<file path="src/rtl/shift_pkg.sv">
// shift_pkg: shared op encodings, FSM states and widths for shift_arbiter
package shift_pkg;
    localparam int SHIFT_W = 32;
    localparam int SHAMT_W = 5;
    localparam logic [1:0] SHIFT_OP_SRL = 2'b00;
    localparam logic [1:0] SHIFT_OP_SLL = 2'b01;
    localparam logic [1:0] SHIFT_OP_SRA = 2'b10;
    localparam logic [1:0] SHIFT_OP_RSV = 2'b11;
    localparam logic [0:0] ST_IDLE = 1'b0;
    localparam logic [0:0] ST_RESP = 1'b1;
endpackage

</file>
<file path="src/rtl/shift_arbiter_if.sv">
// shift_arbiter_if: two requester ports plus response port of shift_arbiter
interface shift_arbiter_if;
    import shift_pkg::*;
    logic               req0_valid;
    logic               req0_ready;
    logic [SHIFT_W-1:0] req0_data;
    logic [SHAMT_W-1:0] req0_shamt;
    logic [1:0]         req0_op;
    logic               req1_valid;
    logic               req1_ready;
    logic [SHIFT_W-1:0] req1_data;
    logic [SHAMT_W-1:0] req1_shamt;
    logic [1:0]         req1_op;
    logic               rsp_valid;
    logic               rsp_ready;
    logic [SHIFT_W-1:0] rsp_data;
    logic               rsp_id;
    logic               rsp_err;
    modport master (
        output req0_valid, req0_data, req0_shamt, req0_op,
        output req1_valid, req1_data, req1_shamt, req1_op, rsp_ready,
        input  req0_ready, req1_ready, rsp_valid, rsp_data, rsp_id, rsp_err
    );
    modport slave (
        input  req0_valid, req0_data, req0_shamt, req0_op,
        input  req1_valid, req1_data, req1_shamt, req1_op, rsp_ready,
        output req0_ready, req1_ready, rsp_valid, rsp_data, rsp_id, rsp_err
    );
endinterface

</file>
<file path="src/rtl/shift_core.sv">
// shift_core: combinational SRL/SLL/(SRA with SHIFT_ARBITER_SRA_EN) shifter; reserved ops pass through with err
module shift_core
    import shift_pkg::*;
(
    input  logic [SHIFT_W-1:0] data,
    input  logic [SHAMT_W-1:0] shamt,
    input  logic [1:0]         op,
    output logic [SHIFT_W-1:0] result,
    output logic               err
);
`ifdef SHIFT_ARBITER_SRA_EN
    logic [SHIFT_W-1:0] sra;
    assign sra    = $signed(data) >>> shamt;
    assign result = op == SHIFT_OP_SRL ? data >> shamt :
                    op == SHIFT_OP_SLL ? data << shamt :
                    op == SHIFT_OP_SRA ? sra : data;
    assign err    = op == SHIFT_OP_RSV;
`else
    assign result = op == SHIFT_OP_SRL ? data >> shamt :
                    op == SHIFT_OP_SLL ? data << shamt : data;
    assign err    = op == SHIFT_OP_RSV || op == SHIFT_OP_SRA;
`endif
endmodule

</file>
<file path="src/rtl/shift_arbiter.sv">
// shift_arbiter: round-robin sharing of shift_core between two requesters with a registered response (SRA via SHIFT_ARBITER_SRA_EN)
module shift_arbiter
    import shift_pkg::*;
(
    input logic            clk,
    input logic            rst,
    shift_arbiter_if.slave bus
);
    logic [0:0]         state;
    logic               last_grant;
    logic               free;
    logic               grant;
    logic               accept;
    logic [SHIFT_W-1:0] sel_data;
    logic [SHAMT_W-1:0] sel_shamt;
    logic [1:0]         sel_op;
    logic [SHIFT_W-1:0] result;
    logic               err;

    assign bus.rsp_valid  = state == ST_RESP;
    assign free           = !rst && (state == ST_IDLE || bus.rsp_ready);
    assign grant          = (bus.req0_valid && bus.req1_valid) ? !last_grant : bus.req1_valid;
    assign accept         = free && (bus.req0_valid || bus.req1_valid);
    assign bus.req0_ready = accept && !grant;
    assign bus.req1_ready = accept && grant;
    assign sel_data       = grant ? bus.req1_data  : bus.req0_data;
    assign sel_shamt      = grant ? bus.req1_shamt : bus.req0_shamt;
    assign sel_op         = grant ? bus.req1_op    : bus.req0_op;

    shift_core u_core (
        .data   (sel_data),
        .shamt  (sel_shamt),
        .op     (sel_op),
        .result (result),
        .err    (err)
    );

    // FSM, round-robin pointer and response registers; a drained response with no new accept returns to IDLE
    always_ff @(posedge clk) begin
        if (rst) begin
            state        <= ST_IDLE;
            last_grant   <= 1'b1;
            bus.rsp_data <= '0;
            bus.rsp_id   <= 1'b0;
            bus.rsp_err  <= 1'b0;
        end else if (accept) begin
            state        <= ST_RESP;
            last_grant   <= grant;
            bus.rsp_data <= result;
            bus.rsp_id   <= grant;
            bus.rsp_err  <= err;
        end else if (free) begin
            state        <= ST_IDLE;
        end
    end
endmodule
</file>
<file path="src/flat_wrapper.sv">
// flat-port wrapper written by rule: the top's interface ports become plain ports
module shift_arbiter_flat import shift_pkg::*;
  (clk, rst, bus_req0_valid, bus_req0_data, bus_req0_shamt, bus_req0_op, bus_req1_valid, bus_req1_data, bus_req1_shamt, bus_req1_op, bus_rsp_ready, bus_req0_ready, bus_req1_ready, bus_rsp_valid, bus_rsp_data, bus_rsp_id, bus_rsp_err);
  shift_arbiter_if bus_i ();
  input logic clk;
  input logic rst;
  input wire logic [$bits(bus_i.req0_valid)-1:0] bus_req0_valid;
  input wire logic [$bits(bus_i.req0_data)-1:0] bus_req0_data;
  input wire logic [$bits(bus_i.req0_shamt)-1:0] bus_req0_shamt;
  input wire logic [$bits(bus_i.req0_op)-1:0] bus_req0_op;
  input wire logic [$bits(bus_i.req1_valid)-1:0] bus_req1_valid;
  input wire logic [$bits(bus_i.req1_data)-1:0] bus_req1_data;
  input wire logic [$bits(bus_i.req1_shamt)-1:0] bus_req1_shamt;
  input wire logic [$bits(bus_i.req1_op)-1:0] bus_req1_op;
  input wire logic [$bits(bus_i.rsp_ready)-1:0] bus_rsp_ready;
  output wire logic [$bits(bus_i.req0_ready)-1:0] bus_req0_ready;
  output wire logic [$bits(bus_i.req1_ready)-1:0] bus_req1_ready;
  output wire logic [$bits(bus_i.rsp_valid)-1:0] bus_rsp_valid;
  output wire logic [$bits(bus_i.rsp_data)-1:0] bus_rsp_data;
  output wire logic [$bits(bus_i.rsp_id)-1:0] bus_rsp_id;
  output wire logic [$bits(bus_i.rsp_err)-1:0] bus_rsp_err;
  assign bus_i.req0_valid = bus_req0_valid;
  assign bus_i.req0_data = bus_req0_data;
  assign bus_i.req0_shamt = bus_req0_shamt;
  assign bus_i.req0_op = bus_req0_op;
  assign bus_i.req1_valid = bus_req1_valid;
  assign bus_i.req1_data = bus_req1_data;
  assign bus_i.req1_shamt = bus_req1_shamt;
  assign bus_i.req1_op = bus_req1_op;
  assign bus_i.rsp_ready = bus_rsp_ready;
  assign bus_req0_ready = bus_i.req0_ready;
  assign bus_req1_ready = bus_i.req1_ready;
  assign bus_rsp_valid = bus_i.rsp_valid;
  assign bus_rsp_data = bus_i.rsp_data;
  assign bus_rsp_id = bus_i.rsp_id;
  assign bus_rsp_err = bus_i.rsp_err;
  shift_arbiter u_core (.clk(clk), .rst(rst), .bus(bus_i));
endmodule
</file>
<file path="config.mk">
export PLATFORM = sky130hd
export DESIGN_NAME = shift_arbiter_flat
export DESIGN_NICKNAME = d
export VERILOG_FILES = /design/src/rtl/shift_pkg.sv /design/src/rtl/shift_arbiter_if.sv /design/src/rtl/shift_core.sv /design/src/rtl/shift_arbiter.sv /design/src/flat_wrapper.sv
export SDC_FILE = /design/constraint.sdc
export NUM_CORES = 1
export LEC_CHECK = 0
export ABC_AREA = 0
export CORE_MARGIN = 2
export CORE_UTILIZATION = 51
export CTS_BUF_LIST = sky130_fd_sc_hd__clkbuf_8
export DETAILED_ROUTE_END_ITERATION = 12
export PLACE_DENSITY = 0.88
export SKIP_LAST_GASP = 1
export SLEW_MARGIN = 0
export SYNTH_ARGS = -nofsm -noshare
export SYNTH_HDL_FRONTEND = slang
export SYNTH_SLANG_ARGS = --single-unit
</file>
<file path="constraint.sdc">
create_clock -name clk -period 2.9 [get_ports clk]
set_clock_uncertainty 0.15 [all_clocks]
set_input_delay 0.87 -clock clk [delete_from_list [all_inputs] [get_ports clk]]
set_output_delay 0.87 -clock clk [all_outputs]
set_load 0.05 [all_outputs]
</file>
==> results.json, run 1 <==
{
  "error": "[ERROR GRT-0116] Global routing finished with congestion. Check the congestion regions in the DRC Viewer.",
  "postSynthNetCount": 978,
  "die_w_um": 122,
  "cts.path.max_buffers": 2,
  "placed_cells": 1417,
  "num_rows": 43,
  "synth-warning-count": 0,
  "clock-root-buffer": "sky130_fd_sc_hd__clkbuf_8",
  "grt_pass1_vias": 13800,
  "gp_congestion": 1.37,
  "yosysSeqAreaShare_pct": 10.2,
  "pre_cts_ws_ns": -0.850,
  "globalRouteTotalUtil_pct": 80.5,
  "cell_variety_after_synth": 68,
  "syn_inst": 895,
  "hpwlAfterDp_um": 31000,
  "post_cts_hold_buffers": 0,
  "floorplan.initialDensity_pct": 51.6,
  "cts_buffers": 5,
  "die-height_um": 122,
  "wire_length_of_the_first_global_routing_pass_um": 89900,
  "dominantRegCellSynth": "sky130_fd_sc_hd__dfxtp_1",
  "synth-edff-count": 0,
  "port-buffer-count": 119,
  "htreeDepth": 2,
  "synth.avg_cell_area_um2": 7.91,
  "async_reset_ff_share_pct": 0,
  "synthesis.area_mm2": 0.00708,
  "grt-ovfl-total": 310,
  "ys_seq_elements": 36,
  "clock_sinks": 36,
  "design.portCount": 120,
  "stage_where_the_flow_stopped": "global routing (5_1_grt)",
  "grt_start_max_net_pins": 33,
  "outcome": "did not finish"
}
synthesized netlist by cell type, types with 21 or more instances:
cell type / number / area share (%)
sky130_fd_sc_hd__a21oi_1: 90 / 6.4
sky130_fd_sc_hd__buf_2: 36 / 2.5
sky130_fd_sc_hd__clkbuf_1: 26 / 1.4
sky130_fd_sc_hd__dfxtp_1: 36 / 10
sky130_fd_sc_hd__mux2_2: 60 / 9.5
sky130_fd_sc_hd__mux2i_1: 181 / 26
sky130_fd_sc_hd__mux4_2: 21 / 6.7
sky130_fd_sc_hd__nand2_1: 82 / 4.3
sky130_fd_sc_hd__nand3_1: 21 / 1.5
sky130_fd_sc_hd__nor2_1: 70 / 3.7
sky130_fd_sc_hd__nor3_1: 30 / 2.1
sky130_fd_sc_hd__o21ai_0: 39 / 2.8
cells by family after synthesis:
| family | count (synthesis) | synth area share [%] |
|---|---|---|
| AO/OA/AOI/OAI | 258 | 24.3 |
| buffers and inverters | 90 | 6.63 |
| AND/OR/NAND/NOR | 241 | 15.3 |
| multiplexers | 270 | 43.6 |
| flip-flops | 36 | 10.2 |
through the flow:
stage / TNS [ns] / cell area (um2)
after CTS: -0.454 / 11800
after detailed placement: -23.81 / 10500
after global placement: -20.37 / 10500
after floorplan: -0.409 / 7150
layer usage:
layer,GRT overflow,global-route usage [%]
met1,9,78.2
met2,164,95.4
met3,18,68.2
met4,119,82.8
met5,0,41.3
repair_timing:
action                                  4_1_cts
gates resized for setup                     196
pin swaps                                    48
endpoints found under the setup margin       34
buffers inserted                             38
hold endpoints to repair                      0
gates cloned                                  8
==> run 2, diff against run 1 <==
CORE_UTILIZATION = 40   (was 51)
CTS_BUF_LIST = unset   (was sky130_fd_sc_hd__clkbuf_8)
PLACE_DENSITY = unset   (was 0.88)
PLACE_DENSITY_LB_ADDON = 0.15   (was unset)
clock period = 3.75 ns   (was 2.9 ns; I/O delays follow)
==> run 2 against run 1 <==
Synthesized cell count is the same. The flow now finishes without violations. Area after synthesis is the same.
==> results.json, run 2 <==
{
  "outcome": "complete, no violations",
  "postSynthNetCount": 978,
  "clock_latency_ns": 0.29,
  "design.portCount": 120,
  "clock.fmax_ghz": 0.277,
  "tritoncts": "yes",
  "drv.max_cap_violation_count": 0,
  "port-buffer-count": 119,
  "yosys.cell_count.top_type": "sky130_fd_sc_hd__mux2i_1",
  "power.ir.vdd_worst_v": 0.000246,
  "wire_per_inst_um": 25.9,
  "sort_of_element_at_the_start_of_the_critical_path": "input pin",
  "setup.worst_path.end_class": "register",
  "drive_above_1_share_pct": 32.7,
  "synth-warning-count": 0,
  "power_density_mw_per_mm2": 275,
  "synthesis.area_mm2": 0.00708,
  "finalSetupTns_ns": 0,
  "synth.top_cells.by_count": "sky130_fd_sc_hd__mux2i_1, sky130_fd_sc_hd__a21oi_1, sky130_fd_sc_hd__nand2_1, sky130_fd_sc_hd__nor2_1, sky130_fd_sc_hd__mux2_2",
  "largest_register_ffs": 32,
  "post_cts_hold_buffers": 0,
  "grt_antenna_before_repair": 0,
  "finalMaxSlewViolations": 0,
  "mostFrequentLayoutCell": "sky130_fd_sc_hd__buf_4",
  "clock-root-buffer": "sky130_fd_sc_hd__clkbuf_16",
  "leakagePower_nw": 4.64,
  "cts_buffers": 5,
  "area_delta_synth_final_pct": 48.4,
  "gp_congestion": 1.05,
  "hold_viol_final": 0,
  "die-height_um": 137,
  "synth-edff-count": 0,
  "hpwlAfterDp_um": 30500,
  "syn_inst": 895,
  "path_class": "in2reg",
  "yosysSeqAreaShare_pct": 10.2,
  "wl_um": 37200,
  "worst_pin_slew_ns": 0.822,
  "synth_largest_type_area_fraction_pct": 25.6,
  "ys_seq_elements": 36,
  "grt_start_max_net_pins": 36,
  "floorplan.initialDensity_pct": 40.9,
  "dieArea_mm2": 0.0188,
  "cell_variety_after_synth": 68,
  "route.detailed.drc": 0,
  "timing.final.crit_period_ns": 3.62,
  "ant_nets": 0,
  "async_reset_ff_share_pct": 0,
  "wire_length_of_the_first_global_routing_pass_um": 54500,
  "insertedDiodeCount": 0,
  "clock_sinks": 36,
  "first_iter_violations": 912,
  "floorplan.core_area_mm2": 0.0173,
  "die_w_um": 137,
  "worst_slew_margin_rel_pct": 44.5,
  "top_register": "u_core.bus.rsp_data",
  "worst-endpoint-required_ns": 3.76,
  "crit_fanout": 8,
  "synth_area_leaders": "sky130_fd_sc_hd__mux2i_1, sky130_fd_sc_hd__dfxtp_1, sky130_fd_sc_hd__mux2_2",
  "final-setup-viol-count": 0,
  "detailroute.via_count": 9083,
  "worstPathArrival_ns": 3.63,
  "path_clk_slew_ns": 0.05,
  "num_rows": 48,
  "cts.path.max_buffers": 2,
  "dominantRegCellSynth": "sky130_fd_sc_hd__dfxtp_1",
  "routed_via_density": 6.32,
  "hold-worst-slack_ns": 0.330,
  "unrepaired_setup_endpoints_after_global_routing": "false",
  "drtPass1Iterations": 5,
  "nNetsFinal": 1296,
  "most-common-layout-cells": "sky130_fd_sc_hd__buf_4, sky130_fd_sc_hd__mux2i_1, sky130_fd_sc_hd__clkdlybuf4s50_1, sky130_fd_sc_hd__a21oi_1, sky130_fd_sc_hd__nand2_1",
  "globalRouteTotalUtil_pct": 39.3,
  "htreeDepth": 2,
  "grt-ovfl-total": 0,
  "timing.hold.worst.class": "reg2reg",
  "grt_pass1_vias": 8705,
  "final_min_period_over_clock_period_pct": 96.4,
  "synth.avg_cell_area_um2": 7.91,
  "yosysTopAreaCell": "sky130_fd_sc_hd__mux2i_1"
}
-- run 2: power by group --
part | total (mW) | internal [mW] | switching, mW
clock network | 0.407 | 0.242 | 0.165
logic | 2.02 | 0.879 | 1.14
registers | 0.468 | 0.434 | 0.0340
-- run 2: cell families (layout without fill, tap and decap cells) --
| logic type | Yosys count | in the layout | share of synthesized area, % |
|---|---|---|---|
| buffers and inverters | 90 | 408 | 6.63 |
| flip-flops | 36 | 36 | 10.2 |
| AO/OA/AOI/OAI | 258 | 258 | 24.3 |
| AND/OR/NAND/NOR | 241 | 241 | 15.3 |
| multiplexers | 270 | 270 | 43.6 |
-- run 2: per-layer routing --
metal	part of all wire (%)	track usage [%]	vias up
li1	-	-	4077
met1	41	51.1	4386
met2	44	62.6	502
met3	8.6	7.37	118
met4	5.7	18.6	0
met5	0	0	-
-- run 2: stage by stage --
stage	setup WS, ns	utilization, %	instance area, um2	instances	power, mW
6_report	0.134	60.7	10500	1438	2.89
5_1_grt	0.0546	60.7	10500	1438	3.00
4_1_cts	0.175	60.7	10500	1438	2.85
3_5_place_dp	-0.419	59.7	10300	1430	2.43
3_3_place_gp	-0.452	59.7	10300	1430	2.43
2_1_floorplan	-0.139	-	7100	895	1.48
-- run 2: path summary, 6_finish.rpt --
check | startpoint | to | slack, ns | depth (start not counted)
worst max-delay path | bus_req1_shamt[2] | u_core.bus.rsp_data[17] | 0.13 | 10
worst min-delay path | u_core.bus.rsp_err | u_core.bus.rsp_err | 0.33 | 2
worst max register to register | u_core.last_grant | u_core.bus.rsp_data[17] | 0.79 | 8
worst min register to register | u_core.bus.rsp_err | u_core.bus.rsp_err | 0.33 | 2
-- run 2: repair_timing --
action	in CTS	in global routing
endpoints found under the setup margin	9	0
hold endpoints to repair	0	0
buffers inserted	1	0
resized for setup	10	0
-- run 2: layout make-up --
| cell class | count | area [um2] |
|---|---|---|
| Fill cell | 1630 | 6790 |
| Multi-Input combinational cell | 769 | 5950 |
| Timing Repair Buffer | 395 | 3390 |
| Sequential cell | 36 | 721 |
| Tap cell | 225 | 282 |
| Clock buffer | 6 | 129 |
| Inverter | 6 | 22.5 |
| Clock inverter | 1 | 5.00 |
-- run 2: critical path: stages --
cell and delay, ns:
sky130_fd_sc_hd__clkdlybuf4s50_1 0.47, sky130_fd_sc_hd__buf_4 0.21, sky130_fd_sc_hd__mux4_2 0.31, sky130_fd_sc_hd__mux2i_1 0.19
sky130_fd_sc_hd__buf_4 0.18, sky130_fd_sc_hd__nand2_1 0.06, sky130_fd_sc_hd__o21a_1 0.14, sky130_fd_sc_hd__a2111oi_0 0.65
sky130_fd_sc_hd__buf_4 0.21, sky130_fd_sc_hd__a31oi_1 0.06
(Power assumes the default switching activity.)
==> run 3, diff against run 2 <==
CORE_UTILIZATION = 50   (was 40)
==> run 3 against run 2 <==
Sequential cell count unchanged. Fmax decreased by 2.5%. Cell area fell by 1.6%. Cell count down 5.0%. Via count rose by 1.7%. Sequential share of layout area increased by 0.11 points. First-iteration DRC count up 38%. Routed wire length fell by 6.4%. Global-route usage rose by 6.6 points. Clock-buffer cell count down 1. Largest power group unchanged.
==> results.json, run 3 (synthesis gave the netlist of run 2 again) <==
{
  "die-height_um": 123,
  "final-setup-viol-count": 0,
  "final.setup.worst_slack_ns": 0.0402,
  "clock_latency_ns": 0.29,
  "post_dp_cell_area_mm2": 0.0101,
  "ant_nets": 0,
  "clock.fmax_ghz": 0.270,
  "tritoncts": "yes",
  "worst_slew_margin_rel_pct": 52.7,
  "power.ir.vdd_worst_v": 0.000209,
  "most-common-layout-cells": "sky130_fd_sc_hd__buf_4, sky130_fd_sc_hd__mux2i_1, sky130_fd_sc_hd__clkdlybuf4s50_1, sky130_fd_sc_hd__a21oi_1, sky130_fd_sc_hd__nand2_1",
  "power_density_mw_per_mm2": 284,
  "port-buffer-count": 119,
  "worst-endpoint-required_ns": 3.78,
  "htreeDepth": 2,
  "area_delta_synth_final_pct": 46.0,
  "outcome": "complete, no violations",
  "detailroute.via_count": 9239,
  "timing.final.crit_period_ns": 3.71,
  "grt_pass1_vias": 8899,
  "clock-root-buffer": "sky130_fd_sc_hd__clkbuf_16",
  "num_rows": 43,
  "floorplan.initialDensity_pct": 51.0,
  "nNetsFinal": 1268,
  "grt_antenna_before_repair": 0,
  "gp_congestion": 1.11,
  "postLayoutCellArea_mm2": 0.0103,
  "cts_buffers": 5,
  "worst_pin_slew_ns": 0.710,
  "insertedDiodeCount": 0,
  "worstPathArrival_ns": 3.74,
  "pre_cts_ws_ns": -0.406,
  "hold-worst-slack_ns": 0.331,
  "routed_via_density": 6.76,
  "cts.path.max_buffers": 2,
  "path_class": "in2reg",
  "post_route_non_filler_standard_cell_count": 1366,
  "sort_of_element_at_the_start_of_the_critical_path": "input pin",
  "globalRouteTotalUtil_pct": 45.9,
  "die_w_um": 123,
  "drtPass1Iterations": 6,
  "wl_um": 34800,
  "grt_start_max_net_pins": 52,
  "wire_per_inst_um": 25.5,
  "dieArea_mm2": 0.0151,
  "leakagePower_nw": 4.54,
  "post_cts_hold_buffers": 0,
  "design.portCount": 120,
  "placed_cells": 1354,
  "mostFrequentLayoutCell": "sky130_fd_sc_hd__buf_4",
  "clock_sinks": 36,
  "route.detailed.drc": 0,
  "utilization_pct": 74.5,
  "floorplan.core_area_mm2": 0.0139,
  "path_clk_slew_ns": 0.06,
  "drive_above_1_share_pct": 31.5,
  "grt-ovfl-total": 0,
  "drv.max_cap_violation_count": 0,
  "top_register": "u_core.bus.rsp_data",
  "setup.worst_path.end_class": "register",
  "crit_fanout": 16,
  "wire_length_of_the_first_global_routing_pass_um": 52000,
  "largest_register_ffs": 32,
  "finalMaxSlewViolations": 0,
  "first_iter_violations": 1262,
  "final_min_period_over_clock_period_pct": 98.9,
  "timing.hold.worst.class": "reg2reg",
  "hpwlAfterDp_um": 28200,
  "unrepaired_setup_endpoints_after_global_routing": "false",
  "hold_viol_final": 0
}
## run 3: final cells by class
type                            count  area (um2)
Clock buffer                        5         125
Sequential cell                    36         721
Fill cell                        1100        3540
Clock inverter                      3        42.5
Tap cell                          180         225
Inverter                            6        22.5
Timing Repair Buffer              367        3240
Multi-Input combinational cell    769        5960
## run 3: worst max-delay path: stages
cell and delay [ns]:
sky130_fd_sc_hd__buf_2 0.41, sky130_fd_sc_hd__buf_12 0.24, sky130_fd_sc_hd__mux4_2 0.53, sky130_fd_sc_hd__mux2i_1 0.28, sky130_fd_sc_hd__nand2_1 0.11, sky130_fd_sc_hd__o21ai_1 0.27
sky130_fd_sc_hd__o22ai_1 0.20, sky130_fd_sc_hd__nor3_1 0.32, sky130_fd_sc_hd__buf_4 0.18, sky130_fd_sc_hd__a21oi_1 0.06
## run 3: final timing paths
| path | start | to | slack, ns | cells after the start |
|---|---|---|---|---|
| max | bus_req1_shamt[1] | u_core.bus.rsp_data[15] | 0.04 | 10 |
| min | u_core.bus.rsp_data[23] | u_core.bus.rsp_data[23] | 0.33 | 2 |
| max reg2reg | u_core.last_grant | u_core.bus.rsp_data[4] | 0.82 | 10 |
| min reg2reg | u_core.bus.rsp_data[23] | u_core.bus.rsp_data[23] | 0.33 | 2 |
## run 3: metrics by stage
step	TNS (ns)	total power, mW
floorplan	-0.139	1.48
global placement	-5.20	2.36
detailed placement	-5.48	2.37
CTS	-0.0912	2.87
global route	0	3.03
finish	0	2.94
## run 3: metal layers
layer  part of all wire, %  global-route usage [%]  vias to the layer above
li1                      -                       -                     4020
met1                    38                    56.9                     4307
met2                    44                    73.0                      720
met3                    11                    10.9                      192
met4                   7.2                    25.8                        0
met5                     0                       0                        -
## run 3: timing repair
item | in CTS | in global routing
resized for setup | 4 | 13
pin swaps | 2 | 3
setup buffers | 3 | 1
setup endpoints to repair | 5 | 25
gates cloned | 0 | 0
## run 3: power breakdown
| part | total (mW) | switching, mW | internal, mW |
|---|---|---|---|
| clock network | 0.487 | 0.174 | 0.312 |
| logic | 1.99 | 1.11 | 0.874 |
| registers | 0.467 | 0.0328 | 0.434 |
